**src/rtl/pc_branch_ctrl.sv**
```systemverilog
// Program counter and control-flow unit: evaluates B/BR conditions on the
// bypassed VNZ flags, supplies PC+2 for PCS, and implements the sticky HLT state.
module pc_branch_ctrl #(
    parameter logic [15:0] RESET_PC = 16'h0000
) (
    input  logic        clk,
    input  logic        rst_n,
    input  logic        stall,
    input  logic        instr_valid,
    input  logic [3:0]  opcode,
    input  logic [2:0]  ccc,
    input  logic [8:0]  imm9,
    input  logic [15:0] br_target,
    input  logic [2:0]  F,
    output logic [15:0] pc,
    output logic [15:0] pc_plus2,
    output logic        taken,
    output logic        flush,
    output logic        halted
);

    typedef enum logic {
        RUN,
        HALT
    } state_t;

    localparam logic [3:0] OP_B   = 4'b1100;
    localparam logic [3:0] OP_BR  = 4'b1101;
    localparam logic [3:0] OP_HLT = 4'b1111;

    state_t      state;
    state_t      state_next;
    logic [15:0] pc_next;
    logic        cond;
    logic        flag_v;
    logic        flag_n;
    logic        flag_z;

    assign {flag_v, flag_n, flag_z} = F;
    assign pc_plus2 = pc + 16'd2;
    assign halted   = (state == HALT);

    always_comb begin
        cond = 1'b0;
        case (ccc)
            3'b000: cond = ~flag_z;
            3'b001: cond = flag_z;
            3'b010: cond = ~flag_z & ~flag_n;
            3'b011: cond = flag_n;
            3'b100: cond = flag_z | (~flag_z & ~flag_n);
            3'b101: cond = flag_n | flag_z;
            3'b110: cond = flag_v;
            default: cond = 1'b1;
        endcase
    end

    always_comb begin
        state_next = state;
        pc_next    = pc;
        taken      = 1'b0;
        if (state == RUN) begin
            taken = instr_valid & ((opcode == OP_B) | (opcode == OP_BR)) & cond;
            if (instr_valid & ~stall) begin
                if (opcode == OP_HLT) begin
                    state_next = HALT;
                end else if (taken && opcode == OP_B) begin
                    // word offset: sign-extend imm9 and scale by 2
                    pc_next = pc_plus2 + {{6{imm9[8]}}, imm9, 1'b0};
                end else if (taken) begin
                    pc_next = br_target & 16'hFFFE;
                end else begin
                    pc_next = pc_plus2;
                end
            end
        end
    end

    always_ff @(posedge clk or negedge rst_n) begin
        if (!rst_n) begin
            state <= RUN;
            pc    <= RESET_PC;
            flush <= 1'b0;
        end else begin
            state <= state_next;
            pc    <= pc_next;
            flush <= taken & ~stall;
        end
    end

endmodule

```
**config.mk**
```make
export PLATFORM = sky130hd
export DESIGN_NAME = pc_branch_ctrl
export DESIGN_NICKNAME = d
export VERILOG_FILES = /design/src/rtl/pc_branch_ctrl.sv
export SDC_FILE = /design/constraint.sdc
export NUM_CORES = 1
export LEC_CHECK = 0
export CORE_ASPECT_RATIO = 1.75
export CORE_MARGIN = 5
export CORE_UTILIZATION = 45
export DETAILED_ROUTE_END_ITERATION = 16
export PLACE_DENSITY = 0.79
export SYNTH_ARGS = -nofsm -noshare
export SYNTH_HDL_FRONTEND = slang
export SYNTH_SLANG_ARGS = --single-unit
```
**constraint.sdc**
```tcl
create_clock -name clk -period 3.6 [get_ports clk]
set_input_delay 0.36 -clock clk [delete_from_list [all_inputs] [get_ports clk]]
set_output_delay 0.36 -clock clk [all_outputs]
set_load 0.02 [all_outputs]
```
Yosys cells after proc, flatten, opt, wreduce, memory -nomap -nowiden
Cells that the tools add are included.

Bits in writable memories: 0. Memories kept: 0. Register bits: 18. Input port bits: 39. Output and inout port bits: 35. Latch bits: 0. Word-level logic and storage cells: 37. Bits in read-only memories: 0.

Shift-type cells: 0. Add/sub/neg operators: 2. Multiplexer cells: 7. Equality and inequality tests: 9. Reduce and logical (&&, ||, !) cells: 3. Magnitude comparators: 0. Divide/modulo/power cells: 0. Bitwise logic cells: 13. Multiply operators: 0.

Operators with widths (number): $mux W16 (2); $add A16 B16 Y16 (1); $add A16 B2 Y16 const B (1); $eq A4 B4 Y1 const B (3); $eq A3 B3 Y1 const B (3); $pmux W1 S7 (1); $eq A3 B2 Y1 const B (2); $and A1 B1 Y1 (5); $not A1 Y1 (5); $mux W1 (4); $eq A3 B1 Y1 const B (1); $logic_not A3 Y1 (1); $or A1 B1 Y1 (3); $reduce_and A3 Y1 (1); $logic_and A1 B1 Y1 (1).

Logic depth before layout (Yosys ltp)
Gate-level depths: netlist of the first run.

Depth after elaboration: 7. Mapped depth: 13. Depth with buffers taken out: 13.

Least setup slack after synthesis of the first run
OpenSTA, ideal clock, no wires.

Path kind: register to register. Start point: reg pc[2]. End point: reg pc[14]. Library setup time: 0.140 ns. Buffers on the path: 0. Clock period less this slack: 3.187 ns. Stages on the path, launching flop included: 13. Data arrival time: 3.047 ns. Data required time: 3.460 ns. Setup slack: 0.413 ns. Cell sequence: dfrtp_1 ha_1 nand2_1 nor4_1 xor2_1 ha_1 a21o_1 a21o_1 a211oi_1 o31ai_1 xor2_1 nand2_1 a31oi_1.

Word-level cells in the longest chain between the ends: 3. Elaborated cells on any way between the ends: 4. Those cells by class: 2 x add/sub; 2 x mux.

Ends and longest elaborated chain: start, declared (line 15) `output logic [15:0] pc,`; start signal, assigned (line 85) `pc <= pc_next;`; $add A16 B2 Y16 (line 40) `assign pc_plus2 = pc + 16'd2;`; net pc_plus2[11] (line 16) `output logic [15:0] pc_plus2,`; $add A16 B16 Y16 (line 68) `pc_next = pc_plus2 + {{6{imm9[8]}}, imm9, 1'b0};`; $mux W16 (line 66) `end else if (taken && opcode == OP_B) begin`.

The timed path passes the listed nets, and every way through them passes these cells. A chain may end at the register's enable or synchronous reset.

Final worst setup path of the first run
Start point: reg pc[2]. End point: reg pc[14].

Word-level cells in the longest chain between the ends: 3. Elaborated cells on any way between the ends: 4. Those cells by class: 2 x add/sub; 2 x mux.

Ends and longest elaborated chain (line): $add A16 B2 Y16 * (40); $add A16 B16 Y16 or $mux W16 (tied branches) (68, 69); $mux W16 * (66).

Mark *: on every way between the ends. The rest lies on a longest branch, timed or not.

==> reports/qor.yml, run 1 <==
status: "finished, final reports clean"
synth_area_leader_cell: "dfrtp_1"
io_buffers: 70
period_needed_ns: 3.28
first_iter_violations: 108
design.die.area_um2: 5830
cts_tree: "yes"
clockBufferDepth: 2
dp_slack_ns: 0.386
rsz0062_at_grt: "no"
leakage_nw: 1.17
drc: 0
p_per_area_nw_per_um2: 618
r2r_cells: 12
area_growth_pct: 41.0
numCtsBuffers: 3
path_class: "reg2reg"
synth-main-ff-cell: "dfrtp_1"
grt_max_degree: 24
place_inst: 365
start_kind: "flop"
crit_family: "compound AO/OA/AOI/OAI gates"
grt_overflow: 0
slew_headroom: 0.441
antenna_cells: 0
ctsHoldBuffers: 0
min_path_type: "reg2reg"
synth-seq-cells: 17
clock-sinks: 17
dp_hpwl_mm: 4.65
vias: 2136
cp_data_arrival_time_ns: 3.45
syn_area_per_cell_um2: 7.84
wl_per_cell_um: 15.9
end_kind: "flop"
vdd_drop_max_uv: 521
synth_seq_area_share: 0.217
tns_ns: 0
die_w_um: 59.9
fin_util: 0.659
worst-path-buf-inv: 0
cts_htree_levels: 1
finalHoldViolations: 0
synthTopCellsByArea: "dfrtp_1 (22%), ha_1 (11%), xor2_1 (6.7%), o21ai_0 (4.9%), nand2_1 (4.4%)"
maxCapViolations: 0
grt_pass1_vias: 2131
drt-vias-per-instance: 5.79
netlist_area_um2: 1960
fin_nets: 379
antenna_found_initial: 0
setup_viol: 0
instances_no_fill: 369
cpPeakStageDelay_ns: 0.49
async_reset_ff_frac: 1.00
crit_fanout: 6
cp.depth: 12
rows: 31
worst-slew-pin-transition_ns: 0.836
cts_resized: 0
clock_skew_ns: 0.00363
cts_setup_buffers: 0
cpMaxStageDelayCell: "nor4_1"
crit_required_ns: 3.77
fin_ws_ns: 0.320
path_cells: "ha_1 > nand2_1 > nor4_1 > xor2_1 > ha_1 > a21o_1 > a21o_1 > a211oi_1 > o31ai_1 > xor2_1 > nand2_1 > a31oi_1"
grt_pass1_wl_mm: 9.60
ant_nets: 0
coreArea_um2: 4190
worstSkewPairLatency_ns: 0.25
netlist_instances: 250
period_share: 0.911
layout-drive-gt1-share: 0.0375
start_util: 0.468
die_h_um: 97.3
track_usage: 0.205
maxSlewViolCount: 0
io_pins: 74
cts_root_buffer: "clkbuf_8"
yosys_warnings: 0
stdcell_area_um2: 2760
nFillCells: 362
synth_top_area_share: 0.217
synth-edff-count: 0
placed_area_um2: 2720
clk_pin_slew_worst_paths_ns: 0.07
synth_cell_types: 50
routed_wl_mm: 5.88
drtPass1Iterations: 4
place.gp.congestion: 0.869
fmax_ghz: 0.305
hold_depth: 1
layout make-up:
class                           instances  area (µm²)  share of cell area
Timing Repair Buffer                   75         738               0.267
Multi-Input combinational cell        213        1450               0.525
Tap cell                               49        61.3              0.0222
Clock buffer                            4        45.0              0.0163
Sequential cell                        17         425               0.154
Inverter                               11        41.3              0.0149
final timing paths:
path	from	end	slack (ns)
worst max-delay path	pc[2]	pc[14]	0.32
worst min-delay path	halted	flush	0.53
worst max register to register	pc[2]	pc[14]	0.32
worst min register to register	halted	flush	0.53
max in group asynchronous	rst_n	pc[15]	2.49
min in group asynchronous	rst_n	pc[10]	0.59
routing by layer:
layer / wire length, µm / vias up / global-route usage
met5: 0 / - / 0
met4: 146 / 0 / 0.0666
met3: 300 / 14 / 0.0120
met2: 3260 / 91 / 0.371
met1: 2170 / 973 / 0.243
li1: - / 1058 / -
cell usage in the layout, fill, tap and decap left out, types with 5 or more instances in the layout:
cell type,instances
inv_1,11
nor2b_1,5
a31oi_1,7
buf_4,5
a21oi_1,17
ha_1,18
o21ai_0,19
dfrtp_1,17
xnor2_1,9
clkdlybuf4s50_1,70
nand2_1,23
nor2_1,22
nand3_1,15
xor2_1,15
nor3_1,6
power breakdown:
part | internal [W] | switching (W) | total (W)
Combinational | 0.000557 | 0.000647 | 0.00120
Clock | 0.0000785 | 0.0000663 | 0.000145
Sequential | 0.000250 | 0.000108 | 0.000358
logic make-up after synthesis:
family	count (synthesis)	share of synthesized area
AND/OR/NAND/NOR	88	0.229
multiplexers	2	0.0102
other	1	0.00191
adder cells (fa/ha/maj)	19	0.125
flip-flops	17	0.217
XOR/XNOR	25	0.116
buffers and inverters	21	0.0441
AO/OA/AOI/OAI	77	0.257
state kept, by name, summed over array words and instances, names as in the netlist:
| signal | flops |
|---|---|
| halted | 1 |
| flush | 1 |
| pc | 15 |
cell usage after synthesis (5+ instances only):
master    instances
inv_1            11
o21ai_0          19
clkbuf_1          8
nand2_1          23
nand3_1          15
nor3_1            6
ha_1             18
xor2_1           15
a31oi_1           7
xnor2_1           9
nor2_1           22
nor2b_1           5
dfrtp_1          17
a21oi_1          17
stage by stage:
step,hold WS [ns],total power [W]
detailed placement,0.521,0.00156
global route,0.571,0.00183
floorplan,0.0644,0.00109
CTS,0.536,0.00171
global placement,0.517,0.00154
finish,0.528,0.00171
No activity file was read; power rests on OpenSTA's default activity.
==> inputs of run 2 (changes only) <==
Settings changed: SKIP_CTS_REPAIR_TIMING set to 1.
==> results of run 2 <==
No change in the layout: final DEF, timing and power equal those of run 1.
